<file path="config.mk">
export PLATFORM = sky130hd
export DESIGN_NAME = mmio_uart_tx
export DESIGN_NICKNAME = d
export VERILOG_FILES = /design/src/rtl/mmio_pkg.sv /design/src/rtl/sync_fifo.sv /design/src/rtl/mmio_uart_tx.sv
export SDC_FILE = /design/constraint.sdc
export NUM_CORES = 1
export LEC_CHECK = 0
export ABC_AREA = 1
export BUFFER_PORTS_ARGS = -buffer_cell sky130_fd_sc_hd__clkbuf_2
export CAP_MARGIN = 40
export CELL_PAD_IN_SITES_DETAIL_PLACEMENT = 1
export CELL_PAD_IN_SITES_GLOBAL_PLACEMENT = 1
export CORE_MARGIN = 5
export CORE_UTILIZATION = 40
export DETAILED_ROUTE_END_ITERATION = 12
export GPL_ROUTABILITY_DRIVEN = 0
export GPL_TIMING_DRIVEN = 0
export PLACE_DENSITY = 0.85
export SLEW_MARGIN = 10
export SYNTH_ARGS = -nofsm -noshare
export SYNTH_HDL_FRONTEND = slang
export SYNTH_HIERARCHICAL = 1
export SYNTH_SLANG_ARGS = --single-unit
</file>
<file path="constraint.sdc">
create_clock -name clk -period 2.7 [get_ports clk]
set_input_delay 0.54 -clock clk [delete_from_list [all_inputs] [get_ports clk]]
set_output_delay 0.54 -clock clk [all_outputs]
set_load 0.05 [all_outputs]
</file>
<file path="src/rtl/mmio_pkg.sv">
// Register offsets, STATUS bit positions and the TX FSM state type
// shared by the memory-mapped UART blocks.
package mmio_pkg;

    localparam logic [1:0] TXDATA_OFS  = 2'b00;
    localparam logic [1:0] STATUS_OFS  = 2'b01;
    localparam logic [1:0] BAUDDIV_OFS = 2'b10;

    localparam int ST_BUSY    = 0;
    localparam int ST_FULL    = 1;
    localparam int ST_EMPTY   = 2;
    localparam int ST_OVF     = 3;
    localparam int ST_CNT_LSB = 8;

    typedef enum logic [1:0] {
        IDLE,
        START,
        DATA,
        STOP
    } tx_state_t;

endpackage

</file>
<file path="src/rtl/sync_fifo.sv">
// Single-clock FIFO with occupancy count. A pop and a push in the same
// cycle on a full FIFO both succeed, leaving the count unchanged.
module sync_fifo #(
    parameter  int WIDTH = 8,
    parameter  int DEPTH = 8,
    localparam int AW    = $clog2(DEPTH),
    localparam int CW    = AW + 1
) (
    input  logic             clk,
    input  logic             rst_n,
    input  logic             push,
    input  logic             pop,
    input  logic [WIDTH-1:0] din,
    output logic [WIDTH-1:0] dout,
    output logic             full,
    output logic             empty,
    output logic [CW-1:0]    count
);

    logic [WIDTH-1:0] mem [DEPTH];
    logic [AW-1:0]    wr_ptr;
    logic [AW-1:0]    rd_ptr;
    logic             do_push;
    logic             do_pop;

    assign empty   = (count == '0);
    assign full    = (count == CW'(DEPTH));
    assign do_pop  = pop && !empty;
    assign do_push = push && (!full || do_pop);
    assign dout    = mem[rd_ptr];

    always_ff @(posedge clk) begin
        if (do_push) begin
            mem[wr_ptr] <= din;
        end
    end

    // Pointers are exactly log2(DEPTH) bits, so wrap is free.
    always_ff @(posedge clk or negedge rst_n) begin
        if (!rst_n) begin
            wr_ptr <= '0;
            rd_ptr <= '0;
            count  <= '0;
        end else begin
            if (do_push) begin
                wr_ptr <= wr_ptr + 1'b1;
            end
            if (do_pop) begin
                rd_ptr <= rd_ptr + 1'b1;
            end
            case ({do_push, do_pop})
                2'b10:   count <= count + 1'b1;
                2'b01:   count <= count - 1'b1;
                default: count <= count;
            endcase
        end
    end

endmodule

</file>
<file path="src/rtl/mmio_uart_tx.sv">
// Memory-mapped 8N1 UART transmitter on the dmem-style port: FIFO-buffered,
// programmable bit period of BAUDDIV+1 clocks, 1-cycle registered read data.
module mmio_uart_tx
    import mmio_pkg::*;
#(
    parameter int FIFO_DEPTH  = 8,
    parameter int DEFAULT_DIV = 433,
    parameter int DIV_W       = 16
) (
    input  logic        clk,
    input  logic        rst_n,
    input  logic        ena,
    input  logic [3:0]  wea,
    input  logic [31:0] addra,
    input  logic [31:0] dina,
    output logic [31:0] douta,
    output logic        txd,
    output logic        irq_tx_empty
);

    localparam int CW = $clog2(FIFO_DEPTH) + 1;

    logic [1:0]       ofs;
    logic             wr;
    logic             rd;
    logic             push_req;
    logic             pop_req;
    logic [7:0]       fifo_dout;
    logic             fifo_full;
    logic             fifo_empty;
    logic [CW-1:0]    fifo_count;
    logic [DIV_W-1:0] bauddiv;
    logic             overflow;
    logic [31:0]      div_old;
    logic [31:0]      div_new;
    logic [31:0]      status;
    logic [31:0]      rdata;

    tx_state_t        state;
    logic [DIV_W-1:0] cnt;
    logic [DIV_W-1:0] div_lat;
    logic [7:0]       shift;
    logic [2:0]       bit_cnt;
    logic             bit_end;

    logic             unused_bits;
    assign unused_bits = ^{addra[31:4], addra[1:0], div_new[31:DIV_W]};

    assign ofs      = addra[3:2];
    assign wr       = ena && (wea != 4'b0000);
    assign rd       = ena && (wea == 4'b0000);
    assign push_req = wr && (ofs == TXDATA_OFS) && wea[0];
    assign bit_end  = (cnt == '0);
    assign pop_req  = !fifo_empty && ((state == IDLE) || ((state == STOP) && bit_end));

    assign irq_tx_empty = fifo_empty && (state == IDLE);

    sync_fifo #(
        .WIDTH (8),
        .DEPTH (FIFO_DEPTH)
    ) u_fifo (
        .clk   (clk),
        .rst_n (rst_n),
        .push  (push_req),
        .pop   (pop_req),
        .din   (dina[7:0]),
        .dout  (fifo_dout),
        .full  (fifo_full),
        .empty (fifo_empty),
        .count (fifo_count)
    );

    always_comb begin
        div_old = 32'(bauddiv);
        div_new = div_old;
        for (int b = 0; b < 4; b++) begin
            if (wea[b]) begin
                div_new[b*8 +: 8] = dina[b*8 +: 8];
            end
        end
    end

    always_comb begin
        status                     = '0;
        status[ST_BUSY]            = (state != IDLE);
        status[ST_FULL]            = fifo_full;
        status[ST_EMPTY]           = fifo_empty;
        status[ST_OVF]             = overflow;
        status[ST_CNT_LSB +: CW]   = fifo_count;
    end

    always_comb begin
        rdata = '0;
        case (ofs)
            STATUS_OFS:  rdata = status;
            BAUDDIV_OFS: rdata = div_old;
            default:     rdata = '0;
        endcase
    end

    always_ff @(posedge clk or negedge rst_n) begin
        if (!rst_n) begin
            douta    <= '0;
            bauddiv  <= DIV_W'(DEFAULT_DIV);
            overflow <= 1'b0;
        end else begin
            if (rd) begin
                douta <= rdata;
            end
            if (wr && (ofs == BAUDDIV_OFS)) begin
                bauddiv <= div_new[DIV_W-1:0];
            end
            // A pop in the same cycle frees a slot, so only a true full drops.
            if (push_req && fifo_full && !pop_req) begin
                overflow <= 1'b1;
            end else if (wr && (ofs == STATUS_OFS) && wea[0] && dina[ST_OVF]) begin
                overflow <= 1'b0;
            end
        end
    end

    // txd is registered one state ahead: the value for the next bit is
    // loaded at the boundary that enters it.
    always_ff @(posedge clk or negedge rst_n) begin
        if (!rst_n) begin
            state   <= IDLE;
            cnt     <= '0;
            div_lat <= '0;
            shift   <= '0;
            bit_cnt <= '0;
            txd     <= 1'b1;
        end else begin
            case (state)
                IDLE: begin
                    if (!fifo_empty) begin
                        shift   <= fifo_dout;
                        div_lat <= bauddiv;
                        cnt     <= bauddiv;
                        bit_cnt <= '0;
                        txd     <= 1'b0;
                        state   <= START;
                    end else begin
                        txd <= 1'b1;
                    end
                end
                START: begin
                    if (bit_end) begin
                        cnt   <= div_lat;
                        txd   <= shift[0];
                        shift <= shift >> 1;
                        state <= DATA;
                    end else begin
                        cnt <= cnt - 1'b1;
                    end
                end
                DATA: begin
                    if (bit_end) begin
                        cnt <= div_lat;
                        if (bit_cnt == 3'd7) begin
                            txd   <= 1'b1;
                            state <= STOP;
                        end else begin
                            txd     <= shift[0];
                            shift   <= shift >> 1;
                            bit_cnt <= bit_cnt + 1'b1;
                        end
                    end else begin
                        cnt <= cnt - 1'b1;
                    end
                end
                STOP: begin
                    if (bit_end) begin
                        if (!fifo_empty) begin
                            shift   <= fifo_dout;
                            div_lat <= bauddiv;
                            cnt     <= bauddiv;
                            bit_cnt <= '0;
                            txd     <= 1'b0;
                            state   <= START;
                        end else begin
                            txd   <= 1'b1;
                            state <= IDLE;
                        end
                    end else begin
                        cnt <= cnt - 1'b1;
                    end
                end
                default: begin
                    txd   <= 1'b1;
                    state <= IDLE;
                end
            endcase
        end
    end

endmodule

</file>
==> out/results.ini <==
[sta]
worst_clock_skew_ns=0.01186
finalSetupViolations=0
fmax_mhz=371.5
finalHoldViolations=0
relSlewSlack_pct=50.58
tightest_slew_ns=0.7412
holdWs_ns=0.1543
rsz0062_at_grt=yes
timing.final.crit_period_ns=2.692
maxSlewViolCount=0
min_period_over_period_pct=99.69
fin_ws_ns=0.008294
setup_tns_ns=0

[setup_path]
crit_chain=nor2_1 -> nand2_1 -> nor2_4 -> nand3_2 -> nand2_1 -> nand2_1 -> inv_2 -> nand3_2 -> inv_1 -> ha_1 -> a21oi_2 -> nand3_1 -> nand2_1 -> nand3_1 -> nand2_1 -> inv_1
critPathMaxFanout=4
arrival_ns=3.02
crit_required_ns=3.03
setup.worst_path.start=cnt[7]$_DFF_PN0_
max_stage_delay_ns=0.45
cpMaxStageDelayCell=dfrtp_1
end_kind=register
r2r_start=cnt[7]$_DFF_PN0_
crit_type=register to register
cp_common_cell=nand2_1
startpoint_type=register

[logic_synthesis]
netlist_instances=874
ys_seq_area_share_pct=54.03
ys_types=37
synth_edf_count=64
ys_warn_count=6
syn_area_um2=7692
synth_flop_cell=dfrtp_1
syn_area_per_cell_um2=8.801
synth.ff_latch_count=153
async_reset_ff_share_pct=58.17

[routing]
drt_iter0_markers=520
ant_nets=0
routed_via_density=5.291
post_drt_wl_per_cell_um=18.97
dr.pass1.iters=5
vias=6535
wl_um=23430
drc=0

[clocking]
numCtsBuffers=17
cts_tree=built
cts.sinks=153
insertion_delay_ns=0.44
clock-root-buffer=clkbuf_16
path_clk_slew_ns=0.07
cts_max_level=4
ctsLongestPathBuffers=2

[pwr]
swShare_pct=33.38
p_per_area_nw_per_um2=748.0
vdd_drop_max_uv=505.3
p_total_mw=6.819
combPwrFrac_pct=19.0
switching_power_mw=2.276
power_frac_seq_pct=44.5
power.leakage_nw=4.147
clkPwrFrac_pct=36.6
intPower_mw=4.543

[placed_design]
place_ws_ns=-0.5753
hpwl_um=14840
dp.cells=1195
io_buffers=42

[min_path]
hold_path_class=primary input to asynchronous set/reset pin

[cells_and_area]
nets=1050
diodes=0
syn_to_final_growth_pct=18.51
final_cell_mix=nand2_1 (257), o21ai_0 (95), dfrtp_1 (83), nor2_1 (66), inv_1 (65)
layout_commonest_cell=nand2_1
drive_gt1_share_pct=18.26
fin_cells=1235

[die]
die_h_um=148.7
core_um2=18830
num_io_pins=105
die_area_um2=22100
start_util_pct=40.85
die_x_um=148.7
row_count=50

[job]
drv_cap=0

[global_routing]
overflow=0
grt_pass1_vias=6968
antenna_found_initial=0
grt_pass1_wl_um=37830
grtUsageTotal_pct=21.72
grt_max_degree=90

[status]
status=completed

[final timing paths]
| check | slack [ns] | cells past startpoint | endpoint |
|---|---|---|---|
| max | 0.008 | 16 | u_fifo/count[3]$_DFFE_PN0P_ |
| min | 0.15 | 1 | cnt[15]$_DFF_PN0_ |
| max reg2reg | 0.008 | 16 | u_fifo/count[3]$_DFFE_PN0P_ |
| min reg2reg | 0.49 | 2 | bit_cnt[2]$_DFFE_PN0P_ |
| max in group asynchronous | 2.01 | 1 | shift[5]$_DFFE_PN0P_ |
| min in group clk | 0.31 | 3 | bauddiv[15]$_DFFE_PN0P_ |
[registers in the layout, summed over array words and instances, names as in the netlist]
signal         flops
shift              8
overflow           1
u_fifo/count       4
u_fifo/wr_ptr      3
txd                1
douta             16
div_lat           16
u_fifo/mem        64
state              2
bit_cnt            3
u_fifo/rd_ptr      3
cnt               16
bauddiv           16
[metal layers]
metal | vias up | part of all wire, % | track usage [%]
li1 | 3021 | - | -
met1 | 3244 | 42 | 27.35
met2 | 216 | 50 | 37.19
met3 | 54 | 5.3 | 3.991
met4 | 0 | 3.1 | 8.268
met5 | - | 0 | 0
[area by class of cell]
class / instances / area, µm²
repair buffers: 55 / 320.3
well taps: 260 / 325.3
flip-flops and latches: 153 / 4156
plain buffers: 48 / 289.0
multi-input cells: 615 / 3147
clock buffers: 18 / 439.2
inverters: 72 / 279.0
fillers: 2204 / 9714
clock inverters: 14 / 160.2
[synth_stat cells, types with 4 or more instances]
cell	number	area [µm²]
o21ai_1	22	110.1
o21ai_0	95	475.5
clkbuf_1	13	48.80
buf_2	15	75.07
inv_1	68	255.2
a21oi_1	7	35.03
o211ai_1	7	52.55
nand4_1	4	25.02
dfrtp_1	83	2077
nand2_1	257	964.7
nand3_1	50	250.2
or2_2	4	25.02
edfxtp_1	64	1922
dfstp_2	6	157.7
nand3_2	4	40.04
o22ai_1	10	62.56
buf_4	19	142.6
o21ai_2	4	35.03
xor2_1	8	70.07
nor2_1	72	270.3
nand2_4	6	67.56
mux2i_1	8	80.08
ha_1	16	200.2
nor3_1	6	30.03
[power groups by stage]
stage / registers [mW] / clock network, mW / logic (mW)
2_1_floorplan: 3.07 / 0 / 0.753
3_3_place_gp: 3.04 / 0 / 1.10
3_5_place_dp: 3.05 / 0 / 1.17
4_1_cts: 3.03 / 2.51 / 1.26
5_1_grt: 3.07 / 2.64 / 1.45
6_report: 3.03 / 2.49 / 1.29
[stage by stage]
step | utilization, % | cell area, µm²
final | 48.41 | 9116
after global routing | 48.41 | 9116
after CTS | 47.83 | 9006
after detailed placement | 44.15 | 8313
after global placement | 43.99 | 8284
after floorplan | - | 7749
[what timing repair did]
action                                  in CTS  in global routing
setup buffers                                2                  7
hold buffers                                 0                  0
endpoints found under the setup margin      67                 58
pin swaps                                    2                  4
gates resized for setup                     22                 19
cloned                                       0                  0
[logic make-up (layout without fill, tap and decap cells)]
| group | count (synthesis) | count (layout) | synth area share, % |
|---|---|---|---|
| AO/OA/AOI/OAI | 146 | 146 | 10.12 |
| XOR/XNOR | 11 | 11 | 1.253 |
| adder cells (fa/ha/maj) | 17 | 17 | 2.863 |
| buffers and inverters | 121 | 207 | 7.271 |
| flip-flops | 153 | 153 | 54.03 |
| multiplexers | 9 | 9 | 1.187 |
| other | 1 | 16 | 0.04875 |
| AND/OR/NAND/NOR | 416 | 416 | 23.23 |
[worst max-delay path: cells and delay by family, from the launching register on]
family	cells	cell delay (ns)
compound gates	1	0.17
fa+ha+maj	1	0.27
buf+inv	3	0.27
flops	1	0.45
simple gates	11	1.43
Power figures use the tool's default switching activity.
